## config.mk

```make
export PLATFORM = sky130hd
export DESIGN_NAME = lcd_spi_writer_flat
export DESIGN_NICKNAME = d
export VERILOG_FILES = /design/src/rtl/lcd_pkg.sv /design/src/rtl/lcd_spi_writer_if.sv /design/src/rtl/lcd_spi_writer_tick.sv /design/src/rtl/lcd_spi_writer.sv /design/src/flat_wrapper.sv
export SDC_FILE = /design/constraint.sdc
export NUM_CORES = 1
export LEC_CHECK = 0
export CAP_MARGIN = 25
export CORE_ASPECT_RATIO = 1.4
export CORE_MARGIN = 1.5
export CORE_UTILIZATION = 46
export DETAILED_ROUTE_END_ITERATION = 8
export PLACE_DENSITY_LB_ADDON = 0.3
export SYNTH_ARGS = -nofsm -noshare
export SYNTH_HDL_FRONTEND = slang
export SYNTH_SLANG_ARGS = --single-unit
```

## constraint.sdc

```tcl
create_clock -name sys_clk_50MHz -period 1.6 [get_ports sys_clk_50MHz]
set_input_delay 0.24 -clock sys_clk_50MHz [delete_from_list [all_inputs] [get_ports sys_clk_50MHz]]
set_output_delay 0.24 -clock sys_clk_50MHz [all_outputs]
set_load 0.1 [all_outputs]
```

## src/rtl/lcd_pkg.sv

```systemverilog
// Shared constants and FSM encoding for the LCD SPI writer and its sequencer.
package lcd_pkg;

   localparam int WORD_W         = 9;
   localparam int SCK_DIV_DEF    = 2;
   localparam int SETTLE_CYC_DEF = 2;

   localparam logic DC_CMD  = 1'b0;
   localparam logic DC_DATA = 1'b1;

   typedef enum logic [4:0] {
      ST_IDLE   = 5'b00001,
      ST_SETTLE = 5'b00010,
      ST_LOAD   = 5'b00100,
      ST_SHIFT  = 5'b01000,
      ST_DONE   = 5'b10000
   } state_t;

   // Bits needed to count 0..n-1, never less than one.
   function automatic int cnt_w(input int n);
      return (n < 2) ? 1 : $clog2(n);
   endfunction

endpackage

```

## src/rtl/lcd_spi_writer_if.sv

```systemverilog
// Sequencer-side word handshake of the LCD SPI writer.
interface lcd_spi_writer_if;

   logic                          en_write;
   logic [lcd_pkg::WORD_W-1:0]    init_data;
   logic                          wr_done;
   logic                          busy;

   modport master (output en_write, init_data, input wr_done, busy);
   modport slave  (input en_write, init_data, output wr_done, busy);

endinterface

```

## src/rtl/lcd_spi_writer_tick.sv

```systemverilog
// SCK divider: counts SCK_DIV cycles per half-period and strobes the edge that is due.
module lcd_spi_tick
   import lcd_pkg::*;
#(
   parameter int SCK_DIV = SCK_DIV_DEF
) (
   input  logic clk,
   input  logic rst_n,
   input  logic clear,
   input  logic run,
   output logic rise_tick,
   output logic fall_tick
);

   localparam int            DW   = cnt_w(SCK_DIV);
   localparam logic [DW-1:0] LAST = DW'(SCK_DIV - 1);

   logic [DW-1:0] cnt;
   logic          phase;
   logic          expire;

   // phase tracks the SCK level, so the strobe says which edge comes next
   assign expire    = run && (cnt == LAST);
   assign rise_tick = expire && !phase;
   assign fall_tick = expire && phase;

   always_ff @(posedge clk or negedge rst_n) begin
      if (!rst_n) begin
         cnt   <= '0;
         phase <= 1'b0;
      end else if (clear) begin
         cnt   <= '0;
         phase <= 1'b0;
      end else if (run) begin
         if (expire) begin
            cnt   <= '0;
            phase <= ~phase;
         end else begin
            cnt <= cnt + 1'b1;
         end
      end
   end

endmodule

```

## src/rtl/lcd_spi_writer.sv

```systemverilog
// Serialises {dc,byte} words onto a 4-wire mode-0 SPI panel bus, one wr_done per byte.
// Build option LCD_CS_TOGGLE_EN: drop CS during every SETTLE, giving one CS frame per byte.
module lcd_spi_writer
   import lcd_pkg::*;
#(
   parameter int SCK_DIV    = SCK_DIV_DEF,
   parameter int SETTLE_CYC = SETTLE_CYC_DEF
) (
   input  logic            sys_clk_50MHz,
   input  logic            sys_rst_n,
   lcd_spi_writer_if.slave seq,
   output logic            lcd_cs,
   output logic            lcd_dc,
   output logic            lcd_sck,
   output logic            lcd_mosi
);

   localparam int            SW          = cnt_w(SETTLE_CYC + 1);
   localparam logic [SW-1:0] SETTLE_LAST = SW'(SETTLE_CYC);

   state_t        state, nxt;
   logic [SW-1:0] settle_cnt;
   logic [2:0]    bit_cnt;
   logic [7:0]    shreg;
   logic          wr_done_q, busy_q;
   logic          rise_tick, fall_tick;
   logic          in_load, in_shift;

   assign in_load     = (state == ST_LOAD);
   assign in_shift    = (state == ST_SHIFT);
   assign seq.wr_done = wr_done_q;
   assign seq.busy    = busy_q;

   lcd_spi_tick #(.SCK_DIV(SCK_DIV)) u_tick (
      .clk       (sys_clk_50MHz),
      .rst_n     (sys_rst_n),
      .clear     (in_load),
      .run       (in_shift),
      .rise_tick (rise_tick),
      .fall_tick (fall_tick)
   );

   always_ff @(posedge sys_clk_50MHz or negedge sys_rst_n) begin
      if (!sys_rst_n) state <= ST_IDLE;
      else            state <= nxt;
   end

   // en_write is ignored once a byte is committed in LOAD; only SETTLE may abort
   always_comb begin
      nxt = state;
      unique case (state)
         ST_IDLE:   if (seq.en_write) nxt = ST_SETTLE;
         ST_SETTLE: begin
            if (!seq.en_write)               nxt = ST_IDLE;
            else if (settle_cnt == SETTLE_LAST) nxt = ST_LOAD;
         end
         ST_LOAD:   nxt = ST_SHIFT;
         ST_SHIFT:  if (fall_tick && bit_cnt == 3'd7) nxt = ST_DONE;
         ST_DONE:   nxt = seq.en_write ? ST_SETTLE : ST_IDLE;
         default:   nxt = ST_IDLE;
      endcase
   end

   always_ff @(posedge sys_clk_50MHz or negedge sys_rst_n) begin
      if (!sys_rst_n) begin
         settle_cnt <= '0;
         bit_cnt    <= '0;
         shreg      <= '0;
      end else begin
         settle_cnt <= (state == ST_SETTLE) ? settle_cnt + 1'b1 : '0;
         if (in_shift && fall_tick) bit_cnt <= bit_cnt + 3'd1;
         if (in_load)
            shreg <= seq.init_data[7:0];
         else if (in_shift && fall_tick)
            shreg <= {shreg[6:0], 1'b0};
      end
   end

   // Pads and handshake are registered off next-state so they line up with the FSM
   always_ff @(posedge sys_clk_50MHz or negedge sys_rst_n) begin
      if (!sys_rst_n) begin
         lcd_cs    <= 1'b1;
         lcd_dc    <= DC_CMD;
         lcd_sck   <= 1'b0;
         lcd_mosi  <= 1'b0;
         wr_done_q <= 1'b0;
         busy_q    <= 1'b0;
      end else begin
         wr_done_q <= (nxt == ST_DONE);
         busy_q    <= (nxt != ST_IDLE);

         if (nxt == ST_LOAD)
            lcd_cs <= 1'b0;
         else if (nxt == ST_IDLE)
            lcd_cs <= 1'b1;
`ifdef LCD_CS_TOGGLE_EN
         else if (state == ST_SETTLE && nxt == ST_SETTLE)
            lcd_cs <= 1'b1;
`endif

         if (in_load) begin
            lcd_dc   <= seq.init_data[WORD_W-1];
            lcd_mosi <= seq.init_data[7];
         end else if (in_shift && fall_tick && bit_cnt != 3'd7) begin
            lcd_mosi <= shreg[6];
         end

         if (nxt != ST_SHIFT)
            lcd_sck <= 1'b0;
         else if (rise_tick)
            lcd_sck <= 1'b1;
         else if (fall_tick)
            lcd_sck <= 1'b0;
      end
   end

endmodule

```

## src/flat_wrapper.sv

```systemverilog
// flat-port wrapper written by rule: the top's interface ports become plain ports
module lcd_spi_writer_flat import lcd_pkg::*;
#(
   parameter int SCK_DIV    = SCK_DIV_DEF,
   parameter int SETTLE_CYC = SETTLE_CYC_DEF
)
  (sys_clk_50MHz, sys_rst_n, lcd_cs, lcd_dc, lcd_sck, lcd_mosi, seq_en_write, seq_init_data, seq_wr_done, seq_busy);
  lcd_spi_writer_if seq_i ();
  input  logic sys_clk_50MHz;
  input  logic sys_rst_n;
  output logic lcd_cs;
  output logic lcd_dc;
  output logic lcd_sck;
  output logic lcd_mosi;
  input wire logic [$bits(seq_i.en_write)-1:0] seq_en_write;
  input wire logic [$bits(seq_i.init_data)-1:0] seq_init_data;
  output wire logic [$bits(seq_i.wr_done)-1:0] seq_wr_done;
  output wire logic [$bits(seq_i.busy)-1:0] seq_busy;
  assign seq_i.en_write = seq_en_write;
  assign seq_i.init_data = seq_init_data;
  assign seq_wr_done = seq_i.wr_done;
  assign seq_busy = seq_i.busy;
  lcd_spi_writer #(.SCK_DIV(SCK_DIV), .SETTLE_CYC(SETTLE_CYC)) u_core (.sys_clk_50MHz(sys_clk_50MHz), .sys_rst_n(sys_rst_n), .seq(seq_i), .lcd_cs(lcd_cs), .lcd_dc(lcd_dc), .lcd_sck(lcd_sck), .lcd_mosi(lcd_mosi));
endmodule
```

# Word level (Yosys, flattened, before mapping)
# Cells that the tools add are included.
# totals
regBits	25
input_bits	12
output_inout_bits	6
wordCells	65
# classes
n_addsub	3
n_eq_ne	13
n_mux	22
bitwise_logic	1
n_reduce_logical	14
# op_table
operator	count
one-hot mux 5 bit (5 select lines)	1
2-to-1 mux 5 bit	4
2-to-1 mux 7 bit	2
2-to-1 mux 1 bit	13
equality test 5 x 1 -> 1 bit (second input constant)	2
equality test 5 x 3 -> 1 bit (second input constant)	2
equality test 5 bit (second input constant)	2
nonzero test 2 bit	5
logical AND 1 bit	6
equality test 5 x 2 -> 1 bit (second input constant)	1
equality test 5 x 4 -> 1 bit (second input constant)	1
!= test 5 x 1 -> 1 bit (second input constant)	1
!= test 5 x 4 -> 1 bit (second input constant)	1
2-to-1 mux 2 bit	2
adder 3 x 1 -> 3 bit (second input constant)	1
equality test 3 bit (second input constant)	1
!= test 3 bit (second input constant)	1
nonzero test 3 bit	1
adder 2 x 1 -> 2 bit (second input constant)	1
equality test 2 bit (second input constant)	1
AND reduction 2 bit	1
adder 1 bit (second input constant)	1
logical NOT 1 bit	1
NOT 1 bit	1

# Longest topological paths before layout
# depth
word_depth	9
ltp_mapped	6
depth_no_buf	6

# By module
# A second synthesis with hierarchy kept.
# unflattened
hier_cells	124
hier_area_um2	1317.5
# modules_own_cells
mod	n_inst	cells_per_inst	area_per_inst_um2	seq_area_each_um2
lcd_spi_writer	1	114	1212.4	578.1
lcd_spi_tick	1	10	105.1	50.0

# Worst setup path before layout
# Ideal clock, no wire load.
# synth_path
path_kind	register to register
from	reg u_core.state[0]
to	reg u_core.lcd_mosi
setup_time_ps	124
t_arrival_ps	1393
required_time_ps	1476
path_slack_ps	83
stages_incl_launch_ff	6
n_path_buf	1
synth_period_minus_slack_ps	1517
path_cell_list	dfstp_2 -> buf_6 -> or3_4 -> nor4b_4 -> mux2i_1 -> o21ai_2
# synth_between
elab_chain_cells	6
elab_cells_between_ends	8
classes_between	eq/ne: 2; mux: 1; reduce/logical: 5
# synth_rtl
element	line_no	text
from (decl)	lcd_spi_writer.sv:21	state_t state, nxt;
from (signal assigned)	lcd_spi_writer.sv:45	else state <= nxt;
equality test 5 x 4 -> 1 bit	lcd_spi_writer.sv:30	assign in_shift = (state == ST_SHIFT);
logical AND 1 bit	lcd_spi_writer_tick.sv:23	assign expire = run && (cnt == LAST);
logical AND 1 bit	lcd_spi_writer_tick.sv:25	assign fall_tick = expire && phase;
logical AND 1 bit (2 in a row)	lcd_spi_writer.sv:104	end else if (in_shift && fall_tick && bit_cnt != 3'd7) begin
nonzero test 2 bit (no source line)	--	
to (signal assigned)	lcd_spi_writer.sv:103	lcd_mosi <= seq.init_data[7];
to (signal assigned)	lcd_spi_writer.sv:105	lcd_mosi <= shreg[6];
to (decl)	lcd_spi_writer.sv:15	output logic lcd_mosi
# Several ways; a longest one is shown, not always the timed one.
# A chain may end at the register's enable or synchronous reset.

# Final worst setup path
# layout_path
from	reg u_core.bit_cnt[0]
to	reg u_core.lcd_mosi
# layout_between
elab_chain_cells	3
# layout_rtl
element	line_no	text
from (decl)	lcd_spi_writer.sv:23	logic [2:0] bit_cnt;
from (signal assigned)	lcd_spi_writer.sv:71	if (in_shift && fall_tick) bit_cnt <= bit_cnt + 3'd1;
!= test 3 bit	lcd_spi_writer.sv:104	
logical AND 1 bit	lcd_spi_writer.sv:104	
nonzero test 2 bit (no source line)	--	
# No other way between the ends.

==> impl_metrics.toml <==
[timing]
finalHoldViolations = 0
fmax_mhz = 652.0
fin_ws_ns = 0.06622
final.setup.tns_ns = 0
worst_slew_pin_slew_ns = 0.3574
min_period_ns = 1.534
clock-skew-final_ns = 0.006493
period_share_pct = 95.86
setup_violations = 0
relSlewSlack_pct = 76.16
slew_violations = 0
rsz0062_at_grt = "no"

[global_routing]
grt-ovfl-total = 0
grt_max_degree = 26
grt_use_total_pct = 16.11
grt_pass1_vias = 819
antenna_found_initial = 0
grt_pass1_wl_um = 3484

[floorplan]
fp.dieH_um = 62.22
io_pins = 18
design.die.area_sq_um = 2819
core_region_area_sq_um = 2391
fp.dieW_um = 45.30
rows = 21
initial_core_util_pct = 48.19

[job]
drv_cap = 0

[logic_synthesis]
synthCells = 108
syn-num-nets = 123
synth.distinct_cells = 29
synth_seq_cells = 25
avgSynthCellArea_sq_um = 10.67
synth_top_area_share_pct = 49.95
yosysWarnings = 0
yosysTopAreaCell = "dfrtp_1"
synthesis.area_sq_um = 1152
ys_top_cells_by_area = "dfrtp_1 50%, mux2i_1 6.9%, nor2_1 5.9%"
yosysSeqAreaShare_pct = 54.51

[status]
status = "complete, no violations"

[placed_design]
dp_cells = 162
dpl_cell_area_sq_um = 1458
hpwlAfterDp_um = 1532
portBuffers = 17
gp_congestion = 0.7088
place_ws_ns = 0.07391

[detailed_routing]
drt_wl_total_um = 1982
routedWlPerCell_um = 11.94
drt-initial-drc-count = 15
drtAntennaViolNets = 0
drc = 0
vias_per_cell = 5.084
num_vias = 844
first_pass_iters = 4

[worst_setup_path]
cp_cell_sequence = "ha_1 > ha_1 > nor4b_4 > mux2i_1 > o21ai_2"
startpoint_type = "flip-flop"
crit_family = "adder cells"
worstSetupPathType = "flip-flop to flip-flop"
arrival_ns = 1.73
cp-end-kind = "flip-flop"
cp.buffers_inverters = 0
worstPathMaxFanout = 2
worstPathRequired_ns = 1.80
cpMostUsedCell = "ha_1"
crit_path_top_delay_cell = "dfrtp_1"
critPathMaxStageDelay_ns = 0.42
rr_worst_depth = 5
cp.depth = 5

[layout]
post-route-cell-area_sq_um = 1488
postLayoutCoreUtil_pct = 62.22
drive_above_1_share_pct = 18.94
fin_nets = 148
antenna_cells = 0
stdcell_count = 166
syn2layout_area_growth_pct = 29.10
nFillCells = 196

[clocking]
cts_resized = 0
cts_setup_buffers = 0
cts_buffers = 3
htreeDepth = 1
hold_buffers = 0
path_clk_slew_ns = 0.13
cts_tree = "done"
clk_latency_ns = 0.31
clockBufferDepth = 2
clkSinkCount = 25
root_buffer = "clkbuf_4"

[power]
peakVddDrop_uv = 541.7
p_leak_nw = 0.6960
powerDensity_nw_per_um2 = 851.2

[worst_hold_path]
holdCritPathClass = "primary input to asynchronous set/reset pin"
==> cell usage in the layout (no fill, tap or decap), drive strengths merged, types with 2 or more instances in the layout <==
cell and count:
mux2 2, dfstp 2, nand3 4, buf 14, xor2 3, nand4 2
o21ai 2, clkdlybuf4s50 11, nand2 11, a21oi 8, nor2b 2, clkbuf 3
dfrtp 23, ha 3, inv 4, mux2i 8, nor2 18
==> report_power, final <==
part	switching [W]	internal, W	total (W)	leakage, nW
clock network	0.000176	0.0000932	0.000269	0.0177
logic	0.000161	0.000129	0.000290	0.368
registers	0.0000339	0.000673	0.000707	0.310
total	0.000371	0.000895	0.00127	0.696
==> worst register-to-register path: stages (launching register included) <==
cell and delay [ns]:
dfrtp_1 0.42, ha_1 0.20, ha_1 0.22, nor4b_4 0.29, mux2i_1 0.24, o21ai_2 0.06
==> metrics by stage <==
step,power (W),hold WS (ns)
floorplan,0.0008922,-0.05559
global placement,0.0009932,0.4143
detailed placement,0.001007,0.4248
CTS,0.001279,0.2819
global route,0.001335,0.3006
finish,0.001266,0.2835
==> flip-flops by register name, indices dropped and copies added, names as in the netlist, 2 cells and up <==
register / count
u_core.bit_cnt: 3
u_core.settle_cnt: 2
u_core.shreg: 7
u_core.state: 5
==> layout make-up <==
cell class / instances / area, sq um / share of cell area [%]
inverters: 4 / 15.01 / 1.009
well taps: 34 / 42.54 / 2.860
repair buffers: 25 / 290.3 / 19.51
clock buffers: 3 / 22.52 / 1.514
flip-flops and latches: 25 / 628.1 / 42.22
clock inverters: 1 / 5.005 / 0.3364
multi-input cells: 74 / 484.2 / 32.55
==> logic make-up after synthesis <==
logic type	share of synthesized area, %
AOI/OAI and AO/OA	6.081
muxes	8.904
adders and majority gates	3.258
buffers and inverters	3.691
DFF	54.51
xor gates and xnor gates	3.041
and+or+nand+nor	20.52
==> final timing paths <==
kind                                            from                   end  slack (ns)
worst max-delay path               u_core.bit_cnt[0]       u_core.lcd_mosi        0.07
worst min-delay path                       sys_rst_n       u_core.state[2]        0.28
worst max register to register     u_core.bit_cnt[0]       u_core.lcd_mosi        0.07
worst min register to register  u_core.settle_cnt[0]  u_core.settle_cnt[0]        0.44
max in group asynchronous                  sys_rst_n         u_core.lcd_cs        1.03
min in group sys_clk_50MHz      u_core.settle_cnt[0]  u_core.settle_cnt[0]        0.44
==> per-layer routing <==
metal,vias to the layer above,GRT usage [%],part of all wire [%]
met5,-,0,0
met4,0,5.147,0
met3,0,2.326,3.3
met2,19,25.36,54
met1,414,22.44,43
li1,411,-,-
==> Yosys cell counts, drive strengths merged <==
| library cell | number |
|---|---|
| and4 | 1 |
| a21oi | 8 |
| nor3b | 1 |
| inv | 4 |
| xnor2 | 1 |
| dfrtp | 23 |
| nand4 | 2 |
| dfstp | 2 |
| nor2 | 18 |
| xor2 | 3 |
| o21ai | 2 |
| nor3 | 1 |
| nor2b | 2 |
| and2 | 1 |
| or3 | 1 |
| nand3 | 4 |
| ha | 3 |
| a22oi | 1 |
| mux2i | 8 |
| o22a | 1 |
| clkbuf | 3 |
| nand2 | 11 |
| nand4b | 1 |
| and3 | 1 |
| mux2 | 2 |
| buf | 2 |
| nor4b | 1 |
Power figures use the tool's default switching activity.
==> RTL change 1: new RTL, same settings <==
Reset style: synchronous (`rst_n` and `sys_rst_n`), changed in 4 clocked blocks.
--- a/src/rtl/lcd_spi_writer_tick.sv
+++ b/src/rtl/lcd_spi_writer_tick.sv
@@ -26,3 +26,3 @@
 
-   always_ff @(posedge clk or negedge rst_n) begin
+   always_ff @(posedge clk) begin
       if (!rst_n) begin
--- a/src/rtl/lcd_spi_writer.sv
+++ b/src/rtl/lcd_spi_writer.sv
@@ -42,3 +42,3 @@
 
-   always_ff @(posedge sys_clk_50MHz or negedge sys_rst_n) begin
+   always_ff @(posedge sys_clk_50MHz) begin
       if (!sys_rst_n) state <= ST_IDLE;
@@ -63,3 +63,3 @@
 
-   always_ff @(posedge sys_clk_50MHz or negedge sys_rst_n) begin
+   always_ff @(posedge sys_clk_50MHz) begin
       if (!sys_rst_n) begin
@@ -79,3 +79,3 @@
    // Pads and handshake are registered off next-state so they line up with the FSM
-   always_ff @(posedge sys_clk_50MHz or negedge sys_rst_n) begin
+   always_ff @(posedge sys_clk_50MHz) begin
       if (!sys_rst_n) begin
Check against the original RTL: differs if sys_rst_n is asserted again (counterexample within 4 cycles, from zero or initial values and one cycle with sys_rst_n low); with sys_rst_n held inactive, the same outputs for 10 cycles.
==> RTL change 1 against the original RTL <==
Sequential cell count unchanged. Routed wire length increased by 8.2%. Count of clock-buffer cells in the layout unchanged. Die area increased by 0.31%. Area after synthesis increased by 0.33%. Setup slack improved by 0.045 ns. Critical path depth increased by 1. Worst hold slack improved by 0.15 ns. Final area increased by 1.2%. Sequential share of layout area decreased by 8.9 points. Critical path type unchanged. Highest routed layer is now met4.
Power is not compared: it rests on default switching activity, and its combinational part moved more than twofold at a synthesized area within 25%.
==> RTL change 1: results (changes against the original RTL) <==
* Non-clock buffers, area share at 21.3% (was 19.5%)
* Logic inverters at 2 (was 4)
* Synth area leaders: dfxtp_1, mux2i_1, a21oi_1, nor2_1, o21ai_0 (was dfrtp_1, mux2i_1, nor2_1, dfstp_2, nand2_1)
* Layout cell share with drive strength beyond 1 at 18.5% (was 18.9%)
* Async SR Flop Fraction at 0% (was 100%)
* Area after DPL at 0.00147 sq mm (was 0.00146 sq mm)
* # fillers at 204 (was 196)
* Clock buf/inv share at 2.00% (was 1.85%)
* R2R setup slack at 0.11 ns (was 0.07 ns)
* Non-clock buffer count at 29 (was 25)
* Vias per cell at 5.03 (was 5.08)
* Post-DP HPWL at 1600 um (was 1530 um)
* Syn Nets at 142 (was 123)
* Vias in the first global route at 904 (was 819)
* Clk_skew at 0.00484 ns (was 0.00649 ns)
* Post-synth top cells: dfxtp_1, a21oi_1, nor2_1 (was dfrtp_1, nor2_1, nand2_1)
* Setup WS pre-CTS at -0.109 ns (was 0.0739 ns)
* Total track usage at 17.9% (was 16.1%)
* Global-route wire length before repair at 3860 um (was 3480 um)
* Top cell category: multi-input combinational cells (was registers)
* Hold slack final at 0.429 ns (was 0.284 ns)
* Routed len/inst at 11.6 um (was 11.9 um)
* Predominant post-synthesis flop cell: dfxtp_1 (was dfrtp_1)
* Largest net degree at the start of global routing at 19 (was 26)
* Multi-input combinational cell count at 91 (was 74)
* Outcome: completed (unchanged)
* H-tree depth at 1 (unchanged)
* Gp weighted congestion at 0.872 (was 0.709)
* Post-layout util at 63.0% (was 62.2%)
* CP max stage cell: dfxtp_1 (was dfrtp_1)
* Max incr delay on CP at 0.35 ns (was 0.42 ns)
* Die W at 45.4 um (was 45.3 um)
* Nets at 167 (was 148)
* Multi-input combinational area share at 40.1% (was 32.5%)
* Critical path data arrival time at 1.71 ns (was 1.73 ns)
* Fin cells at 185 (was 166)
* Synth Instances at 127 (was 108)
* Root buf cell: clkbuf_4 (unchanged)
==> RTL change 1: cell types whose count changed after synthesis, moves of 3 or more <==
cell / unedited run / this run
dfxtp_1: 0 / 25
a21oi_1: 8 / 11
dfrtp_1: 23 / 0
o21ai_0: 1 / 8
nor2_1: 18 / 11
==> RTL change 1: critical path, delay by kind of cell (launching register included) <==
kind	cells	cell delay, ns
AO/OA/AOI/OAI	1	0.08
AND/OR/NAND/NOR	2	0.37
adder cells (fa/ha/maj)	2	0.42
multiplexers	1	0.17
flip-flops	1	0.35
==> RTL change 1: layer usage <==
metal  global-route usage (%)  part of all wire, %
met4                     6.62                 0.98
met5                        0                    0
met3                     1.74                  2.2
met2                     29.1                   50
met1                     23.6                   47
==> RTL change 1: cell families after synthesis <==
logic type               Yosys count  share of synthesized area, %
adder cells (fa/ha/maj)            3                          3.25
flip-flops                        25                          43.3
AO/OA/AOI/OAI                     30                          15.5
XOR/XNOR                           5                          3.79
buffers and inverters             11                          5.09
multiplexers                       9                          7.79
AND/OR/NAND/NOR                   44                          21.3
==> RTL change 1: path summary, 6_finish.rpt <==
check	start	cells past startpoint	endpoint
worst max register to register	u_core.bit_cnt[0]$_SDFFE_PN0P_	6	u_core.lcd_mosi$_SDFFE_PN0P_
worst min-delay path	u_core.settle_cnt[0]$_SDFF_PN0_	1	u_core.settle_cnt[0]$_SDFF_PN0_
worst max-delay path	u_core.bit_cnt[0]$_SDFFE_PN0P_	6	u_core.lcd_mosi$_SDFFE_PN0P_
worst min register to register	u_core.settle_cnt[0]$_SDFF_PN0_	1	u_core.settle_cnt[0]$_SDFF_PN0_
==> RTL change 1: repair_timing <==
| item | CTS | global route |
|---|---|---|
| endpoints found under the setup margin | 0 | 2 |
| setup buffers | 0 | 0 |
| gates resized for setup | 0 | 2 |
==> RTL change 2: new RTL, same flow settings <==
Without the edit above. Add a define of `LCD_CS_TOGGLE_EN`.
--- a/src/rtl/lcd_spi_writer.sv
+++ b/src/rtl/lcd_spi_writer.sv
@@ -2,2 +2,4 @@
 // Build option LCD_CS_TOGGLE_EN: drop CS during every SETTLE, giving one CS frame per byte.
+`define LCD_CS_TOGGLE_EN
+
 module lcd_spi_writer
Function: no difference found for any inputs over 10 cycles, from zero or initial values and one cycle with sys_rst_n low; that may be too few to reach the edited logic, so the function may still have changed.
==> RTL change 2 against the original RTL <==
Setup slack better by 0.031 ns. Worst hold slack worse by 0.0090 ns. Sequential power up 1%. First-iteration DRC count up 33%. Area after synthesis up 1.7%. Final cell count unchanged. Routed wire length up 1.1%. Final area up 1.8%. Die area up 1.6%. Combinational power about the same. Sequential cell count unchanged. Power up 0.59%. Critical endpoint unchanged. Largest cell class unchanged. Highest routed layer is now met4.
==> RTL change 2: results (changes against the original RTL) <==
* Clk slew on worst S/H paths at 0.14 ns
* CTS buffer count at 3 (unchanged)
* Sequential share of cell area at 41.5% (was 42.2%)
* Detailed Route WL at 2000 um (was 1980 um)
* Synth warn at 0 (unchanged)
* 1st-iter DRT viols at 20 (was 15)
* Wl on met1 at 837 um (was 855 um)
* Hold_buf cts at 0 (unchanged)
* Setup WS pre-CTS at -0.201 ns (was 0.0739 ns)
* Async SR Flop Fraction at 100% (unchanged)
* Nets at 148 (unchanged)
* Diodes inserted at 0 (unchanged)
* Register area share after synthesis at 53.6% (was 54.5%)
* Hold Path Class: in2async (unchanged)
* Post-synth top cells: dfrtp_1, nor2_1 (was dfrtp_1, nor2_1, nand2_1)
* Top Registers: u_core.shreg: 7 flops, u_core.state: 5 flops, u_core.bit_cnt: 3 flops (unchanged)
* Logic inverters at 7 (was 4)
* Global-route wire length before repair at 3800 um (was 3480 um)
* Clock buf/inv share at 1.73% (was 1.85%)
* Met3 routed wirelength at 38 um (was 65 um)
* Worst-Margin Slew at 0.303 ns (was 0.357 ns)
* Port Buf Inserts at 17 (unchanged)
* Met2 WL at 1110 um (was 1060 um)
* Worst-Skew Late Latency at 0.31 ns (about the same)
* Final hold viol count at 0 (unchanged)
* Total track usage at 17.1% (was 16.1%)
* Synth cell types at 31 (was 29)
* Outcome: completed (unchanged)
* Layout cell share with drive strength beyond 1 at 22.7% (was 18.9%)
* Syn-to-layout area delta at 29.2% (was 29.1%)
* Max incr delay on CP at 0.41 ns
* Placed insts at 161 (was 162)
* CP max stage cell: dfrtp_1 (unchanged)
* Non-clock buffer count at 24 (was 25)
* Synth Instances at 107 (was 108)
* Multi-input combinational cell count at 72 (was 74)
* Clk_skew at 0.0118 ns (was 0.00649 ns)
* Vias in the first global route at 889 (was 819)
* Vias at 837 (was 844)
* Peak VDD IR at 0.683 mV (was 0.542 mV)
* Post-DP HPWL at 1520 um (was 1530 um)
* # fillers at 213 (was 196)
* Area after DPL at 0.00147 sq mm (was 0.00146 sq mm)
* Family with the most delay on the worst path: simple AND/OR/NAND/NOR gates (was adder cells)
* Highest Signal Layer: met4 (was met3)
* H-tree depth at 1 (unchanged)
* Static leakage at 0.000713 uW (was 0.000696 uW)
* Multi-input combinational area share at 32.7% (was 32.5%)
* Vias per cell at 5.04 (was 5.08)
* Gp weighted congestion at 0.771 (was 0.709)
* Syn Nets at 122 (was 123)
* CP Max Fanout at 14 (was 2)
* Switch Pwr at 368 uW (was 371 uW)
* Non-clock buffers, area share at 19.5% (about the same)
* Synth area leaders: dfrtp_1, mux2i_1, nor2_1, dfstp_2, ha_1 (was dfrtp_1, mux2i_1, nor2_1, dfstp_2, nand2_1)
* CTS Sinks at 25 (unchanged)
* CTS Buffer Depth at 2 (unchanged)
* Clock buffer cells at 4 (was 3)
## RTL change 2: cells by family after synthesis
logic type,Yosys count,share of synthesized area [%]
AO/OA/AOI/OAI,16,8.11
XOR/XNOR,3,2.24
adder cells (fa/ha/maj),3,3.20
buffers and inverters,10,5.44
flip-flops,25,53.6
multiplexers,9,7.90
AND/OR/NAND/NOR,41,19.5
## RTL change 2: power groups by stage
stage                     sequential (uW)  combinational, uW  clock (uW)
final                                 714                289         270
after global routing                  719                312         312
after CTS                             715                288         276
after detailed placement              726                285           0
after global placement                723                279           0
after floorplan                       785               94.7           0
## RTL change 2: final timing paths
| kind | depth (start not counted) | slack, ns | start | endpoint |
|---|---|---|---|---|
| setup / recovery | 6 | 0.1 | u_core.state[3]$_DFF_PN0_ | u_core.lcd_mosi$_DFFE_PN0P_ |
| hold / removal | 2 | 0.27 | sys_rst_n | u_core.state[3]$_DFF_PN0_ |
| setup reg to reg | 6 | 0.1 | u_core.state[3]$_DFF_PN0_ | u_core.lcd_mosi$_DFFE_PN0P_ |
| hold reg to reg | 1 | 0.44 | u_core.settle_cnt[0]$_DFF_PN0_ | u_core.settle_cnt[0]$_DFF_PN0_ |
| max in group asynchronous | 2 | 1.03 | sys_rst_n | u_core.lcd_cs$_DFFE_PN1P_ |
| min in group sys_clk_50MHz | 1 | 0.44 | u_core.settle_cnt[0]$_DFF_PN0_ | u_core.settle_cnt[0]$_DFF_PN0_ |
## RTL change 2: timing repair
item | 4_1_cts | 5_1_grt
buffers inserted | 0 | 1
resized for setup | 2 | 4
setup endpoints to repair | 9 | 2
## RTL change 2: routing by layer
layer	vias up	track usage, %
li1	411	-
met1	409	23.2
met2	15	27.8
met3	2	1.73
met4	0	5.15
met5	-	0
